File: config.mk
export PLATFORM = sky130hd
export DESIGN_NAME = d_sram_axi_bridge
export DESIGN_NICKNAME = d
export VERILOG_FILES = /design/src/rtl/d_sram_axi_bridge_pkg.sv /design/src/rtl/d_sram_axi_bridge_wstrb_gen.sv /design/src/rtl/d_sram_axi_bridge.sv
export SDC_FILE = /design/constraint.sdc
export NUM_CORES = 1
export LEC_CHECK = 0
export CAP_MARGIN = 20
export CORE_ASPECT_RATIO = 0.6
export CORE_MARGIN = 5
export CORE_UTILIZATION = 35
export CTS_CLUSTER_SIZE = 20
export DETAILED_ROUTE_END_ITERATION = 12
export HOLD_SLACK_MARGIN = 0.12
export MAX_ROUTING_LAYER = met4
export PLACE_DENSITY = 0.92
export SYNTH_ARGS = -nofsm -noshare
export SYNTH_HDL_FRONTEND = slang
export SYNTH_HIERARCHICAL = 1
export SYNTH_SLANG_ARGS = --single-unit
File: constraint.sdc
create_clock -name clk -period 2.05 [get_ports clk]
set_input_delay 0.41 -clock clk [delete_from_list [all_inputs] [get_ports clk]]
set_output_delay 0.41 -clock clk [all_outputs]
set_load 0.02 [all_outputs]
File: src/rtl/d_sram_axi_bridge_pkg.sv
// Shared types and constants for the SRAM-to-AXI bridges.
// AXI tie-offs (id/len/burst/last) are applied by the wrapper above the bridge.
package d_sram_axi_pkg;

   typedef enum logic [2:0] {
      IDLE,
      RD_ADDR,
      RD_DATA,
      WR_REQ,
      WR_RESP
   } state_e;

   localparam logic [1:0] SIZE_BYTE  = 2'd0;
   localparam logic [1:0] SIZE_HALF  = 2'd1;
   localparam logic [1:0] SIZE_WORD  = 2'd2;

   localparam logic [1:0] BURST_INCR = 2'b01;
   localparam logic [1:0] RESP_OKAY  = 2'b00;
   localparam logic [3:0] AXI_ID     = 4'd1;

endpackage

File: src/rtl/d_sram_axi_bridge_wstrb_gen.sv
// Byte-lane strobe generation from SRAM access size and low address bits.
// Shared with the instruction-side bridge.
module sram_wstrb_gen
   import d_sram_axi_pkg::*;
(
   input  logic [1:0] size_i,
   input  logic [1:0] addr_i,
   output logic [3:0] wstrb_o
);

   always_comb begin
      wstrb_o = 4'b1111;
      case (size_i)
         SIZE_BYTE: wstrb_o = 4'b0001 << addr_i;
         SIZE_HALF: wstrb_o = addr_i[1] ? 4'b1100 : 4'b0011;
         default:   wstrb_o = 4'b1111;
      endcase
   end

endmodule

File: src/rtl/d_sram_axi_bridge.sv
// Data-cache SRAM-like port to single-beat AXI3 bridge, one transaction in flight.
// Define SRAM_AXI_POSTED_WR_EN to complete writes on AW+W instead of on B.
module d_sram_axi_bridge
   import d_sram_axi_pkg::*;
#(
   parameter int unsigned ADDR_W = 32,
   parameter int unsigned DATA_W = 32
)(
   input  logic              clk,
   input  logic              rst,

   input  logic              data_req,
   input  logic              data_wr,
   input  logic [1:0]        data_size,
   input  logic [ADDR_W-1:0] data_addr,
   input  logic [DATA_W-1:0] data_wdata,
   output logic [DATA_W-1:0] data_rdata,
   output logic              data_addr_ok,
   output logic              data_data_ok,

   output logic [ADDR_W-1:0] araddr,
   output logic [2:0]        arsize,
   output logic              arvalid,
   input  logic              arready,
   input  logic [DATA_W-1:0] rdata,
   input  logic [1:0]        rresp,
   input  logic              rvalid,
   output logic              rready,

   output logic [ADDR_W-1:0] awaddr,
   output logic [2:0]        awsize,
   output logic              awvalid,
   input  logic              awready,
   output logic [DATA_W-1:0] wdata,
   output logic [3:0]        wstrb,
   output logic              wvalid,
   input  logic              wready,
   input  logic [1:0]        bresp,
   input  logic              bvalid,
   output logic              bready
);

   state_e            state_q;
   logic [1:0]        size_q;
   logic [ADDR_W-1:0] addr_q;
   logic [DATA_W-1:0] wdata_q;
   logic [3:0]        wstrb_q;
   logic              arvalid_q, awvalid_q, wvalid_q, rready_q, bready_q;
   logic              aw_done_q, w_done_q;
   logic              aw_done_d, w_done_d;

   logic [3:0]        wstrb_d;
   logic              aw_hs, w_hs, wr_both, rd_ok, b_ok;

   sram_wstrb_gen u_wstrb_gen (
      .size_i  (data_size),
      .addr_i  (data_addr[1:0]),
      .wstrb_o (wstrb_d)
   );

   assign aw_hs     = awvalid_q & awready;
   assign w_hs      = wvalid_q & wready;
   assign aw_done_d = aw_done_q | aw_hs;
   assign w_done_d  = w_done_q | w_hs;
   assign wr_both   = (state_q == WR_REQ) & aw_done_d & w_done_d;

   // Error responses complete exactly like OKAY; the response code is deliberately don't-care.
   assign rd_ok = (state_q == RD_DATA) & rvalid & ((rresp == RESP_OKAY) | (rresp != RESP_OKAY));
   assign b_ok  = (state_q == WR_RESP) & bvalid & ((bresp == RESP_OKAY) | (bresp != RESP_OKAY));

   assign data_addr_ok = ~rst & data_req & (state_q == IDLE);
`ifdef SRAM_AXI_POSTED_WR_EN
   assign data_data_ok = ~rst & (rd_ok | wr_both);
`else
   assign data_data_ok = ~rst & (rd_ok | b_ok);
`endif
   assign data_rdata   = (~rst & rd_ok) ? rdata : '0;

   assign araddr  = addr_q;
   assign awaddr  = addr_q;
   assign arsize  = {1'b0, size_q};
   assign awsize  = {1'b0, size_q};
   assign wdata   = wdata_q;
   assign wstrb   = wstrb_q;
   assign arvalid = arvalid_q;
   assign awvalid = awvalid_q;
   assign wvalid  = wvalid_q;
   assign rready  = rready_q;
   assign bready  = bready_q;

   always_ff @(posedge clk) begin
      if (rst) begin
         state_q   <= IDLE;
         size_q    <= '0;
         addr_q    <= '0;
         wdata_q   <= '0;
         wstrb_q   <= '0;
         arvalid_q <= 1'b0;
         awvalid_q <= 1'b0;
         wvalid_q  <= 1'b0;
         rready_q  <= 1'b0;
         bready_q  <= 1'b0;
         aw_done_q <= 1'b0;
         w_done_q  <= 1'b0;
      end else begin
         case (state_q)
            IDLE: begin
               if (data_req) begin
                  size_q  <= data_size;
                  addr_q  <= data_addr;
                  wdata_q <= data_wdata;
                  wstrb_q <= wstrb_d;
                  if (data_wr) begin
                     awvalid_q <= 1'b1;
                     wvalid_q  <= 1'b1;
                     state_q   <= WR_REQ;
                  end else begin
                     arvalid_q <= 1'b1;
                     state_q   <= RD_ADDR;
                  end
               end
            end
            RD_ADDR: begin
               if (arready) begin
                  arvalid_q <= 1'b0;
                  rready_q  <= 1'b1;
                  state_q   <= RD_DATA;
               end
            end
            RD_DATA: begin
               if (rd_ok) begin
                  rready_q <= 1'b0;
                  state_q  <= IDLE;
               end
            end
            WR_REQ: begin
               if (aw_hs) awvalid_q <= 1'b0;
               if (w_hs)  wvalid_q  <= 1'b0;
               // The completing handshake counts in the same cycle, so flags never need to show both set.
               if (wr_both) begin
                  aw_done_q <= 1'b0;
                  w_done_q  <= 1'b0;
                  bready_q  <= 1'b1;
                  state_q   <= WR_RESP;
               end else begin
                  aw_done_q <= aw_done_d;
                  w_done_q  <= w_done_d;
               end
            end
            WR_RESP: begin
               if (b_ok) begin
                  bready_q <= 1'b0;
                  state_q  <= IDLE;
               end
            end
            default: state_q <= IDLE;
         endcase
      end
   end

endmodule

==> impl_results.md <==
* Status: completed
* Pwr per Cell Area at 831.2 nW/um2
* CP most frequent cell: buf_6
* Num rows at 28
* Arrival @ worst endpoint at 1.62 ns
* Startpoint Class: register
* Insertion delay to the later sink of the worst-skew pair at 0.32 ns
* Antenna Diode Count at 0
* Max transition margin at 56.33%
* Leakage power at 2.450 nW
* Hpwl dp at 10040 um
* Yosys warnings at 6
* Initial antenna violation count at 0
* Distinct cells, synth at 33
* Final hold viol count at 0
* # clock sinks at 80
* CP max stage delay at 0.33 ns
* Share of async-settable or async-resettable flops after synthesis at 0%
* WP data required at 1.64 ns
* PortBufs at 249
* Synth Flop Type: dfxtp_1
* Wire per inst at 16.22 um
* Io pins at 256
* Slowest stage cell, crit path: dfxtp_2
* Post-cts hold buffer count at 0
* First-pass GRT wire length at 19650 um
* Max IR drop VDD at 538.1 uV
* Total GRT Usage at 20.88%
* Fin util at 64.07%
* Synth top area share at 45.52%
* Vias/cell at 4.648
* EDFF count, synth at 0
* CTS H-Tree Depth at 3
* Initial Utilization at 35.74%
* Worst Tran Pin Value at 0.6550 ns
* Total CTS buffers at 9
* Post-route total power at 5.243 mW
* Count of final setup violators at 0
* Clock Root Buffer: clkbuf_16
* Remaining DRCs at 0
* Cells after DPL at 784
* Synth Register Bits at 80
* Layout fillers at 789
* Fin. max-slew vios at 0
* Vias in the first global route at 3751
* R2R Setup Slk at 0.23 ns
* Synth top cells by count: nand2_1 (145), dfxtp_1 (80), a21oi_1 (76)
* Most numerous cell in the Yosys netlist: nand2_1
* Area contributors post-synth: dfxtp_1 (46%), nand2_1 (15%), a21oi_1 (11%), buf_4 (9.6%), and2_1 (5.7%)
* Crit Path Max Fanout at 8
* Cell family with most CP delay: buffers and inverters
* Fraction of layout cells with a size suffix above 1 at 15.07%
* Seq/Total Area, Yosys at 45.52%
* 1st-pass router iterations at 4
* CP endpoint kind: output port
* Via Count at 3742
* Core ar. at 9844 um2
* Mapped Area at 3518 um2
* Fin crit share at 99.23%
* Largest area contributor in the synthesized netlist: dfxtp_1
* DRT iter0 DRCs at 123
* Largest net degree at the start of global routing at 63
* Area of the multi-input gates at 1479 um2
* Die W at 139.4 um
* Mean Syn Cell Area at 7.871 um2
* Routed Antenna Nets at 0
* Synthesis-to-layout area growth at 79.27%
* Max frequency at 0.4916 GHz
* Clk slew on worst S/H paths at 0.07 ns
* CTS max path bufs at 2
* Final std cells w/o fill at 805
* Setup TNS at 0 ns
* Kind of critical path: register to output port
* Storage cell area at 1604 um2
* Cell Chain, Critical Path: nand3b_1, nor3_4, buf_6, buf_12, buf_6, and2_4, buf_6
* Die height at 87.66 um
* Number of buffers and inverters on the critical path at 4
* WL final at 13060 um
* Die ar. at 12220 um2
* Cells after synthesis at 447
* RSZ-0062 raised after global routing: true
* Final min period at 2.034 ns
* Worst hold path type: register to register
* Layout Nets at 776
* Clock Skew at 0.005266 ns
* Maximum Capacitance Violations at 0
* Placer congestion estimate at 0.9235
* GRT overflow at 0
* CTS tree: done
[repair_timing]
action	4_1_cts	5_1_grt
gates cloned	1	1
setup buffers	2	1
resized for setup	133	67
pin swaps	2	4
setup endpoints to repair	34	34
[kinds of logic (layout without fill, tap and decap cells)]
family | count (synthesis) | count (layout) | synth area share [%]
simple gates | 201 | 201 | 25.64
compound gates | 93 | 93 | 14.26
mux | 2 | 2 | 0.5690
flops | 80 | 80 | 45.52
other cells | 1 | 2 | 0.1066
buf+inv | 70 | 292 | 13.90
[layout make-up]
class,instances,share of cell area [%]
Clock buffer,9,3.571
Clock inverter,7,1.349
Inverter,3,0.1785
Multi-Input combinational cell,298,23.45
Sequential cell,80,25.43
Tap cell,135,2.678
Timing Repair Buffer,273,43.34
[metrics by stage]
| step | cell area (um2) | hold slack, ns | setup slack, ns |
|---|---|---|---|
| finish | 6307 | 0.4559 | 0.01570 |
| global route | 6307 | 0.4834 | -0.08237 |
| CTS | 6110 | 0.4585 | -0.08372 |
| detailed placement | 5874 | 0.4493 | -0.5967 |
| global placement | 5874 | 0.4420 | -0.4953 |
| floorplan | 3522 | 0.4524 | 0.3620 |
[power by group]
| part | total, mW | switching, mW | internal, mW |
|---|---|---|---|
| combinational | 1.76 | 0.896 | 0.862 |
| sequential | 1.85 | 0.117 | 1.73 |
| clock | 1.64 | 0.670 | 0.969 |
| total | 5.24 | 1.68 | 3.56 |
[layout by cell type (no fill, tap or decap), types with 2 or more instances in the layout]
cell	n
nor2_1	8
dfxtp_2	2
clkbuf_16	10
buf_4	29
nand3b_1	2
o21bai_1	2
a311oi_1	2
a31oi_1	3
nor3_1	3
o21ai_0	3
buf_6	22
nand2_1	145
conb_1	2
inv_1	3
a21oi_1	76
clkinvlp_4	2
buf_12	3
inv_8	2
and2_1	16
nor4b_1	2
inv_6	2
mux2i_1	2
clkdlybuf4s50_1	213
dfxtp_1	78
a21o_1	2
and2_4	16
clkbuf_2	2
[worst min-delay path, delay by kind of cell, from the launching register on]
family          cells  cell delay (ns)
compound gates      1             0.05
flops               1             0.31
simple gates        1             0.05
[state kept, by name, indices dropped and copies added, names as in the netlist]
| signal | cells |
|---|---|
| araddr | 32 |
| wdata | 32 |
| wstrb | 4 |
| state_q | 3 |
| size_q | 2 |
| arvalid | 1 |
| aw_done_q | 1 |
| awvalid | 1 |
| bready | 1 |
| rready | 1 |
| w_done_q | 1 |
| wvalid | 1 |
[metal layers]
metal	track usage, %	wire [um]	vias to the layer above
li1	-	-	1847
met3	8.238	1255	2
met4	2.931	19	0
met5	-	0	-
met2	36.85	6595	145
met1	23.17	5188	1748
[path summary, 6_finish.rpt]
| check | cells past startpoint | start | endpoint |
|---|---|---|---|
| max | 7 | state_q[0] | data_rdata[9] |
| min reg2reg | 2 | wdata[19] | wdata[19] |
| max reg2reg | 5 | state_q[1] | wdata[16] |
| min | 2 | wdata[19] | wdata[19] |
Note: power is estimated with default switching activity, not from simulation.
